[src/rtl/vit_dec_bmc_depunct.sv]
// Viterbi branch metric calculator with built-in depuncturer.
// Serial LLRs are assembled into N-bit trellis steps and all 2^N branch metrics are emitted per step.
module vit_dec_bmc_depunct #(
    parameter int pCODE_GEN_NUM = 2,
    parameter int pLLR_W        = 4,
    parameter int pTAG_W        = 4,
    parameter int pHD_MODE      = 0,
    parameter int pPUNCT_PERIOD = 1,
    parameter logic [pPUNCT_PERIOD*pCODE_GEN_NUM-1:0] pPUNCT_MASK = '1,
    localparam int cN   = pCODE_GEN_NUM,
    localparam int cK   = 2**pCODE_GEN_NUM,
    localparam int cBMW = (pHD_MODE != 0) ? $clog2(pCODE_GEN_NUM+1) : pLLR_W + $clog2(pCODE_GEN_NUM)
)(
    input  logic                      iclk,
    input  logic                      ireset_n,
    input  logic                      iclkena,
    input  logic                      isop,
    input  logic                      ival,
    input  logic                      ieop,
    input  logic [pTAG_W-1:0]         itag,
    input  logic [pLLR_W-1:0]         iLLR,
    output logic                      ordy,
    input  logic                      iordy,
    output logic                      osop,
    output logic                      oval,
    output logic                      oeop,
    output logic [pTAG_W-1:0]         otag,
    output logic [cN-1:0]             ohd,
    output logic [cN-1:0]             oera,
    output logic [cK-1:0][cBMW-1:0]   obm,
    output logic                      oabort
);

    localparam int cSW = (pPUNCT_PERIOD > 1) ? $clog2(pPUNCT_PERIOD) : 1;
    localparam int cPW = $clog2(cN);

    for (genvar g = 0; g < pPUNCT_PERIOD; g++) begin : g_mask_chk
        if (pPUNCT_MASK[g*cN +: cN] == '0) begin : g_bad
            $error("vit_dec_bmc_depunct: puncture step %0d has no transmitted position", g);
        end
    end

    function automatic logic mask_at(input int st, input int i);
        logic [pPUNCT_PERIOD*cN-1:0] sh;
        sh = pPUNCT_MASK >> (st*cN + i);
        return sh[0];
    endfunction

    function automatic logic [cPW-1:0] first_pos(input int st);
        first_pos = '0;
        for (int i = cN-1; i >= 0; i--)
            if (mask_at(st, i)) first_pos = cPW'(i);
    endfunction

    function automatic logic [cPW-1:0] next_pos(input int st, input int pos);
        next_pos = cPW'(pos);
        for (int i = cN-1; i >= 0; i--)
            if (i > pos && mask_at(st, i)) next_pos = cPW'(i);
    endfunction

    function automatic logic is_last(input int st, input int pos);
        is_last = 1'b1;
        for (int i = 0; i < cN; i++)
            if (i > pos && mask_at(st, i)) is_last = 1'b0;
    endfunction

    logic [cSW-1:0]              s_q, s_d, cur_s;
    logic [cPW-1:0]              pos_q, pos_d, cur_pos;
    logic [cN-1:0][pLLR_W-1:0]   llr_q, llr_d, cur_llr;
    logic [cN-1:0]               wr_q, wr_d, cur_wr;
    logic                        sop_pend_q, sop_pend_d, cur_sop;
    logic [pTAG_W-1:0]           tag_q, tag_d, cur_tag;
    logic                        oval_q, oval_d, osop_q, osop_d, oeop_q, oeop_d, oabort_q, oabort_d;
    logic [pTAG_W-1:0]           otag_q, otag_d;
    logic [cN-1:0]               ohd_q, ohd_d, oera_q, oera_d, hd_c;
    logic [cK-1:0][cBMW-1:0]     obm_q, obm_d, bm_c;
    logic                        accept, complete;
    logic [pLLR_W-1:0]           llr_sat;

    assign ordy    = !oval_q || iordy;
    assign accept  = ival && ordy && iclkena;
    // The most negative code has no positive twin, so clamp it to keep the metrics symmetric.
    assign llr_sat = (iLLR == {1'b1, {(pLLR_W-1){1'b0}}}) ? {1'b1, {(pLLR_W-2){1'b0}}, 1'b1} : iLLR;

    always_comb begin
        cur_s = s_q;  cur_pos = pos_q;  cur_llr = llr_q;  cur_wr = wr_q;
        cur_sop = sop_pend_q;  cur_tag = tag_q;
        s_d = s_q;  pos_d = pos_q;  llr_d = llr_q;  wr_d = wr_q;
        sop_pend_d = sop_pend_q;  tag_d = tag_q;
        complete = 1'b0;
        oabort_d = 1'b0;
        if (accept) begin
            if (isop) begin
                oabort_d = |wr_q;
                cur_s = '0;  cur_pos = first_pos(0);  cur_llr = '0;  cur_wr = '0;
                cur_sop = 1'b1;  cur_tag = itag;
            end
            cur_llr[cur_pos] = llr_sat;
            cur_wr[cur_pos]  = 1'b1;
            complete = ieop || is_last(int'(cur_s), int'(cur_pos));
            tag_d = cur_tag;
            if (complete) begin
                llr_d = '0;  wr_d = '0;  sop_pend_d = 1'b0;
                if (ieop || cur_s == cSW'(pPUNCT_PERIOD-1)) begin
                    s_d = '0;  pos_d = first_pos(0);
                end else begin
                    s_d = cur_s + cSW'(1);  pos_d = first_pos(int'(cur_s) + 1);
                end
            end else begin
                llr_d = cur_llr;  wr_d = cur_wr;  sop_pend_d = cur_sop;
                s_d = cur_s;  pos_d = next_pos(int'(cur_s), int'(cur_pos));
            end
        end
    end

    always_comb begin
        for (int i = 0; i < cN; i++)
            hd_c[i] = cur_wr[i] & ~cur_llr[i][pLLR_W-1];
    end

    if (pHD_MODE != 0) begin : g_hard
        logic [cN-1:0] kb;
        always_comb begin
            kb   = '0;
            bm_c = '0;
            for (int k = 0; k < cK; k++) begin
                kb = cN'(k);
                for (int i = 0; i < cN; i++)
                    if (cur_wr[i] && (kb[i] != hd_c[i])) bm_c[k] = bm_c[k] + cBMW'(1);
            end
        end
    end else begin : g_soft
        logic [cN-1:0]   kb;
        logic [cBMW-1:0] ext, sum;
        always_comb begin
            kb   = '0;
            ext  = '0;
            sum  = '0;
            bm_c = '0;
            for (int k = 0; k < cK; k++) begin
                kb  = cN'(k);
                sum = '0;
                for (int i = 0; i < cN; i++) begin
                    ext = {{(cBMW-pLLR_W){cur_llr[i][pLLR_W-1]}}, cur_llr[i]};
                    sum = kb[i] ? sum + ext : sum - ext;
                end
                bm_c[k] = sum;
            end
        end
    end

    always_comb begin
        oval_d = oval_q;  osop_d = osop_q;  oeop_d = oeop_q;  otag_d = otag_q;
        ohd_d = ohd_q;  oera_d = oera_q;  obm_d = obm_q;
        if (oval_q && iordy) oval_d = 1'b0;
        if (complete) begin
            oval_d = 1'b1;  osop_d = cur_sop;  oeop_d = ieop;  otag_d = cur_tag;
            ohd_d = hd_c;  oera_d = ~cur_wr;  obm_d = bm_c;
        end
    end

    always_ff @(posedge iclk or negedge ireset_n) begin
        if (!ireset_n) begin
            s_q <= '0;  pos_q <= first_pos(0);  llr_q <= '0;  wr_q <= '0;
            sop_pend_q <= 1'b0;  tag_q <= '0;
            oval_q <= 1'b0;  osop_q <= 1'b0;  oeop_q <= 1'b0;  oabort_q <= 1'b0;
            otag_q <= '0;  ohd_q <= '0;  oera_q <= '0;  obm_q <= '0;
        end else if (iclkena) begin
            s_q <= s_d;  pos_q <= pos_d;  llr_q <= llr_d;  wr_q <= wr_d;
            sop_pend_q <= sop_pend_d;  tag_q <= tag_d;
            oval_q <= oval_d;  osop_q <= osop_d;  oeop_q <= oeop_d;  oabort_q <= oabort_d;
            otag_q <= otag_d;  ohd_q <= ohd_d;  oera_q <= oera_d;  obm_q <= obm_d;
        end
    end

    assign oval   = oval_q;
    assign osop   = osop_q;
    assign oeop   = oeop_q;
    assign oabort = oabort_q;
    assign otag   = otag_q;
    assign ohd    = ohd_q;
    assign oera   = oera_q;
    assign obm    = obm_q;

endmodule

[config.mk]
export PLATFORM = sky130hd
export DESIGN_NAME = vit_dec_bmc_depunct
export DESIGN_NICKNAME = d
export VERILOG_FILES = /design/src/rtl/vit_dec_bmc_depunct.sv
export SDC_FILE = /design/constraint.sdc
export NUM_CORES = 1
export LEC_CHECK = 0
export CAP_MARGIN = 20
export CELL_PAD_IN_SITES_DETAIL_PLACEMENT = 0
export CELL_PAD_IN_SITES_GLOBAL_PLACEMENT = 1
export CORE_MARGIN = 2
export CORE_UTILIZATION = 40
export DETAILED_ROUTE_END_ITERATION = 10
export GPL_TIMING_DRIVEN = 0
export PLACE_DENSITY = 0.9
export SETUP_SLACK_MARGIN = 0.4
export SKIP_LAST_GASP = 1
export SYNTH_ARGS = -nofsm -noshare
export SYNTH_HDL_FRONTEND = slang
export SYNTH_SLANG_ARGS = --single-unit
[constraint.sdc]
create_clock -name iclk -period 3.6 [get_ports iclk]
set_input_delay 0.72 -clock iclk [delete_from_list [all_inputs] [get_ports iclk]]
set_output_delay 0.72 -clock iclk [all_outputs]
set_load 0.02 [all_outputs]
==> results.sh <==
export IMPL_tritoncts="yes"
export IMPL_comb_power_share_pct=49.0
export IMPL_layout_cells_most_common_list="46 x sky130_fd_sc_hd__dfrtp_1, 39 x sky130_fd_sc_hd__clkdlybuf4s50_1, 29 x sky130_fd_sc_hd__nor2_1"
export IMPL_die_area_mm2=0.00679
export IMPL_post_drt_via_cell_ratio=4.95
export IMPL_max_clock_path_buffers=2
export IMPL_worstPathRequired_ns=3.79
export IMPL_totalWireLength_um=5680
export IMPL_cpPeakStageDelay_ns=0.41
export IMPL_synth_cell_types=39
export IMPL_ctsHtreeMaxLevel=2
export IMPL_antenna_diode_count=0
export IMPL_clockRootBuffer="sky130_fd_sc_hd__clkbuf_8"
export IMPL_initial_utilization_pct=41.5
export IMPL_result_of_the_run="finished, final reports clean"
export IMPL_peakVddDrop_mv=0.369
export IMPL_max_freq_mhz=320
export IMPL_synthCells=246
export IMPL_synthesis_area_per_instance_um2=9.99
export IMPL_critPathMostFrequentCell="sky130_fd_sc_hd__xnor2_1"
export IMPL_internal_power_uw=1410
export IMPL_clock_power_share_pct=17.6
export IMPL_power_switching_uw=809
export IMPL_synthToLayoutAreaGrowth_pct=38.4
export IMPL_antenna_violations_before_repair=0
export IMPL_core_area_mm2=0.00592
export IMPL_yosysWarningCount=2
export IMPL_grt_pass1_vias=1888
export IMPL_start_kind="primary input"
export IMPL_buffer_ports_inserted=46
export IMPL_critical_path_cell_chain="dlygate4sd2_1 > nor3b_1 > or2_2 > mux2i_4 > inv_1 > ha_2 > fa_2 > a21oi_2 > o21bai_1 > xnor2_1 > xnor2_1 > mux2_4"
export IMPL_synth_top_cell_area_share_pct=46.8
export IMPL_crit_path_max_fanout=4
export IMPL_synth_ff_latch_count=46
export IMPL_r2r_setup_slack_ns=0.64
export IMPL_nNetsFinal=350
export IMPL_routedWlPerCell_um=14.5
export IMPL_max_slew_margin_rel_pct=62.9
export IMPL_numPlacedInstances=368
export IMPL_overflow=0
export IMPL_drt_iter0_drc=116
export IMPL_final_antenna_net_count=0
export IMPL_post_synthesis_net_count=280
export IMPL_final_common_cell="sky130_fd_sc_hd__dfrtp_1"
export IMPL_cts_sinks=46
export IMPL_cell_area_after_technology_mapping_mm2=0.00246
export IMPL_post_synth_main_area_contributors="sky130_fd_sc_hd__dfrtp_1 47%, sky130_fd_sc_hd__ha_1 7.6%, sky130_fd_sc_hd__nand2_1 4.4%"
export IMPL_number_of_standard_cells_in_the_layout_taps_in_and_fillers_out=392
export IMPL_place_hpwl_um=4000
export IMPL_num_io_pins=48
export IMPL_crit_path_end_kind="flop"
export IMPL_final_period_utilization_pct=86.8
export IMPL_fp_dieH_um=82.4
export IMPL_grt_setup_unrepaired="true"
export IMPL_holdWs_ns=0.359
export IMPL_gp_congestion=0.930
export IMPL_slew_viol_final=0
export IMPL_clk_transition_reported_paths_ns=0.09
export IMPL_detailedRoute_firstPassIterationCount=4
export IMPL_worstSkewPairLatency_ns=0.30
export IMPL_setup_viol=0
export IMPL_sequential_fraction_of_design_power_pct=33.5
export IMPL_synth_seq_area_share_pct=46.8
export IMPL_critPathSlowestCell="sky130_fd_sc_hd__fa_2"
export IMPL_hold_violations=0
export IMPL_p_leak_uw=0.00153
export IMPL_cts_made_buffers=5
export IMPL_fin_skew_ns=0.00568
export IMPL_drc=0
export IMPL_timing_final_crit_period_ns=3.13
export IMPL_layout_filler_cells=519
export IMPL_sw_frac_of_total_pct=36.5
export IMPL_data_arrival_time_of_the_critical_path_ns=3.32
export IMPL_drv_max_cap_violation_count=0
export IMPL_placementRows=28
export IMPL_fraction_of_final_layout_cells_sized_beyond_drive_strength_1_pct=20.5
export IMPL_holdCritPathClass="in2async"
export IMPL_wire_length_of_the_first_global_routing_pass_um=9250
export IMPL_vias=1940
export IMPL_power_per_cell_area_mw_per_mm2=652
export IMPL_grt_start_max_net_pins=28
export IMPL_path_class="in2reg"
export IMPL_gr_usage_all_layers_pct=18.4
export IMPL_tightest_slew_ns=0.541
export IMPL_die_width_um=82.4
export IMPL_synth_top_area_cell="sky130_fd_sc_hd__dfrtp_1"
-- state kept, by name, indices dropped and copies added, names as in the netlist --
| register | count |
|---|---|
| llr_q | 8 |
| osop | 1 |
| sop_pend_q | 1 |
| s_q | 1 |
| obm | 17 |
| oval | 1 |
| tag_q | 4 |
| ohd | 2 |
| oeop | 1 |
| oabort | 1 |
| wr_q | 2 |
| pos_q | 1 |
| oera | 2 |
| otag | 4 |
-- cells by family after synthesis --
| group | share of synthesized area [%] |
|---|---|
| mux | 6.06 |
| buf+inv | 5.14 |
| compound gates | 12.8 |
| xor+xnor | 5.35 |
| simple gates | 12.9 |
| fa+ha+maj | 10.9 |
| flops | 46.8 |
-- worst paths after layout --
check	startpoint	to	depth (start not counted)
max	iLLR[3]	obm[14]	12
min	ireset_n	otag[3]	1
max reg2reg	oval	obm[14]	12
min reg2reg	ohd[1]	ohd[1]	2
max in group asynchronous	ireset_n	obm[1]	2
min in group iclk	ohd[1]	ohd[1]	2
-- what timing repair did --
| item | in CTS | in global routing |
|---|---|---|
| hold buffers | 0 | 0 |
| endpoints found under the hold margin | 0 | 0 |
| pin swaps | 9 | 8 |
| setup endpoints to repair | 11 | 2 |
| buffers inserted | 10 | 6 |
| gates resized for setup | 19 | 3 |
-- stage by stage --
stage                     util, %  cell area, um2  power (uW)  setup slack (ns)  TNS, ns
after CTS                    56.8            3360        2210             0.433        0
after global routing         57.4            3400        2370             0.383        0
after detailed placement     52.2            3090        1760            -0.432    -1.40
final                        57.4            3400        2220             0.475        0
after floorplan                 -            2520        1360             0.390        0
after global placement       51.9            3080        1740            -0.380    -1.08
-- area by class of cell --
type / count / area, um2 / area share, %
multi-input combinational: 172 / 1300 / 38.2
sequential: 46 / 1150 / 33.8
timing repair buffer: 63 / 606 / 17.8
tap: 75 / 93.8 / 2.76
clock buffer: 5 / 68.8 / 2.02
buffer: 11 / 68.8 / 2.02
inverter: 17 / 68.8 / 2.02
clock inverter: 3 / 43.8 / 1.29
-- metal layers --
| metal | global-route usage, % | routed length (um) | up-vias |
|---|---|---|---|
| met4 | 6.33 | 68 | 0 |
| met5 | 0 | 0 | - |
| met1 | 24.3 | 2410 | 920 |
| met2 | 30.1 | 2870 | 56 |
| met3 | 3.70 | 332 | 6 |
| li1 | - | - | 958 |
-- cells in the mapped netlist --
library cell,count
sky130_fd_sc_hd__dfrtp_1,46
sky130_fd_sc_hd__nand2_1,29
sky130_fd_sc_hd__nor2_1,29
sky130_fd_sc_hd__ha_1,15
sky130_fd_sc_hd__inv_1,14
sky130_fd_sc_hd__o21ai_0,14
sky130_fd_sc_hd__a21oi_1,13
sky130_fd_sc_hd__mux2_2,8
sky130_fd_sc_hd__o21ai_1,8
sky130_fd_sc_hd__xnor2_1,8
sky130_fd_sc_hd__clkbuf_1,7
sky130_fd_sc_hd__xor2_1,7
sky130_fd_sc_hd__nor2b_1,5
sky130_fd_sc_hd__fa_1,4
sky130_fd_sc_hd__nand3_1,4
sky130_fd_sc_hd__buf_4,3
sky130_fd_sc_hd__mux2i_1,3
sky130_fd_sc_hd__o31ai_1,3
sky130_fd_sc_hd__a21o_1,2
sky130_fd_sc_hd__a22oi_1,2
sky130_fd_sc_hd__a31oi_1,2
sky130_fd_sc_hd__inv_2,2
sky130_fd_sc_hd__o21bai_1,2
sky130_fd_sc_hd__a2111oi_0,1
sky130_fd_sc_hd__a211oi_4,1
sky130_fd_sc_hd__a21oi_4,1
sky130_fd_sc_hd__a22o_1,1
sky130_fd_sc_hd__and2_1,1
sky130_fd_sc_hd__and3_1,1
sky130_fd_sc_hd__buf_6,1
sky130_fd_sc_hd__inv_4,1
sky130_fd_sc_hd__mux2_4,1
sky130_fd_sc_hd__mux2i_2,1
sky130_fd_sc_hd__nor2_2,1
sky130_fd_sc_hd__nor2b_2,1
sky130_fd_sc_hd__nor3b_1,1
sky130_fd_sc_hd__nor4_1,1
sky130_fd_sc_hd__o22ai_1,1
sky130_fd_sc_hd__or2_2,1
-- power by group through the flow --
stage / sequential [uW] / clock (uW) / combinational, uW
2_1_floorplan: 898 / 0 / 465
3_3_place_gp: 748 / 0 / 988
3_5_place_dp: 753 / 0 / 1010
4_1_cts: 744 / 403 / 1060
5_1_grt: 762 / 422 / 1190
6_report: 743 / 390 / 1090
-- critical path: cells and delay by family --
kind / cells / cell delay [ns]
buffers and inverters: 2 / 0.39
adders and majority gates: 2 / 0.63
xor gates and xnor gates: 2 / 0.30
and+or+nand+nor: 2 / 0.48
muxes: 2 / 0.54
AOI/OAI and AO/OA: 2 / 0.26
Power figures use the tool's default switching activity.
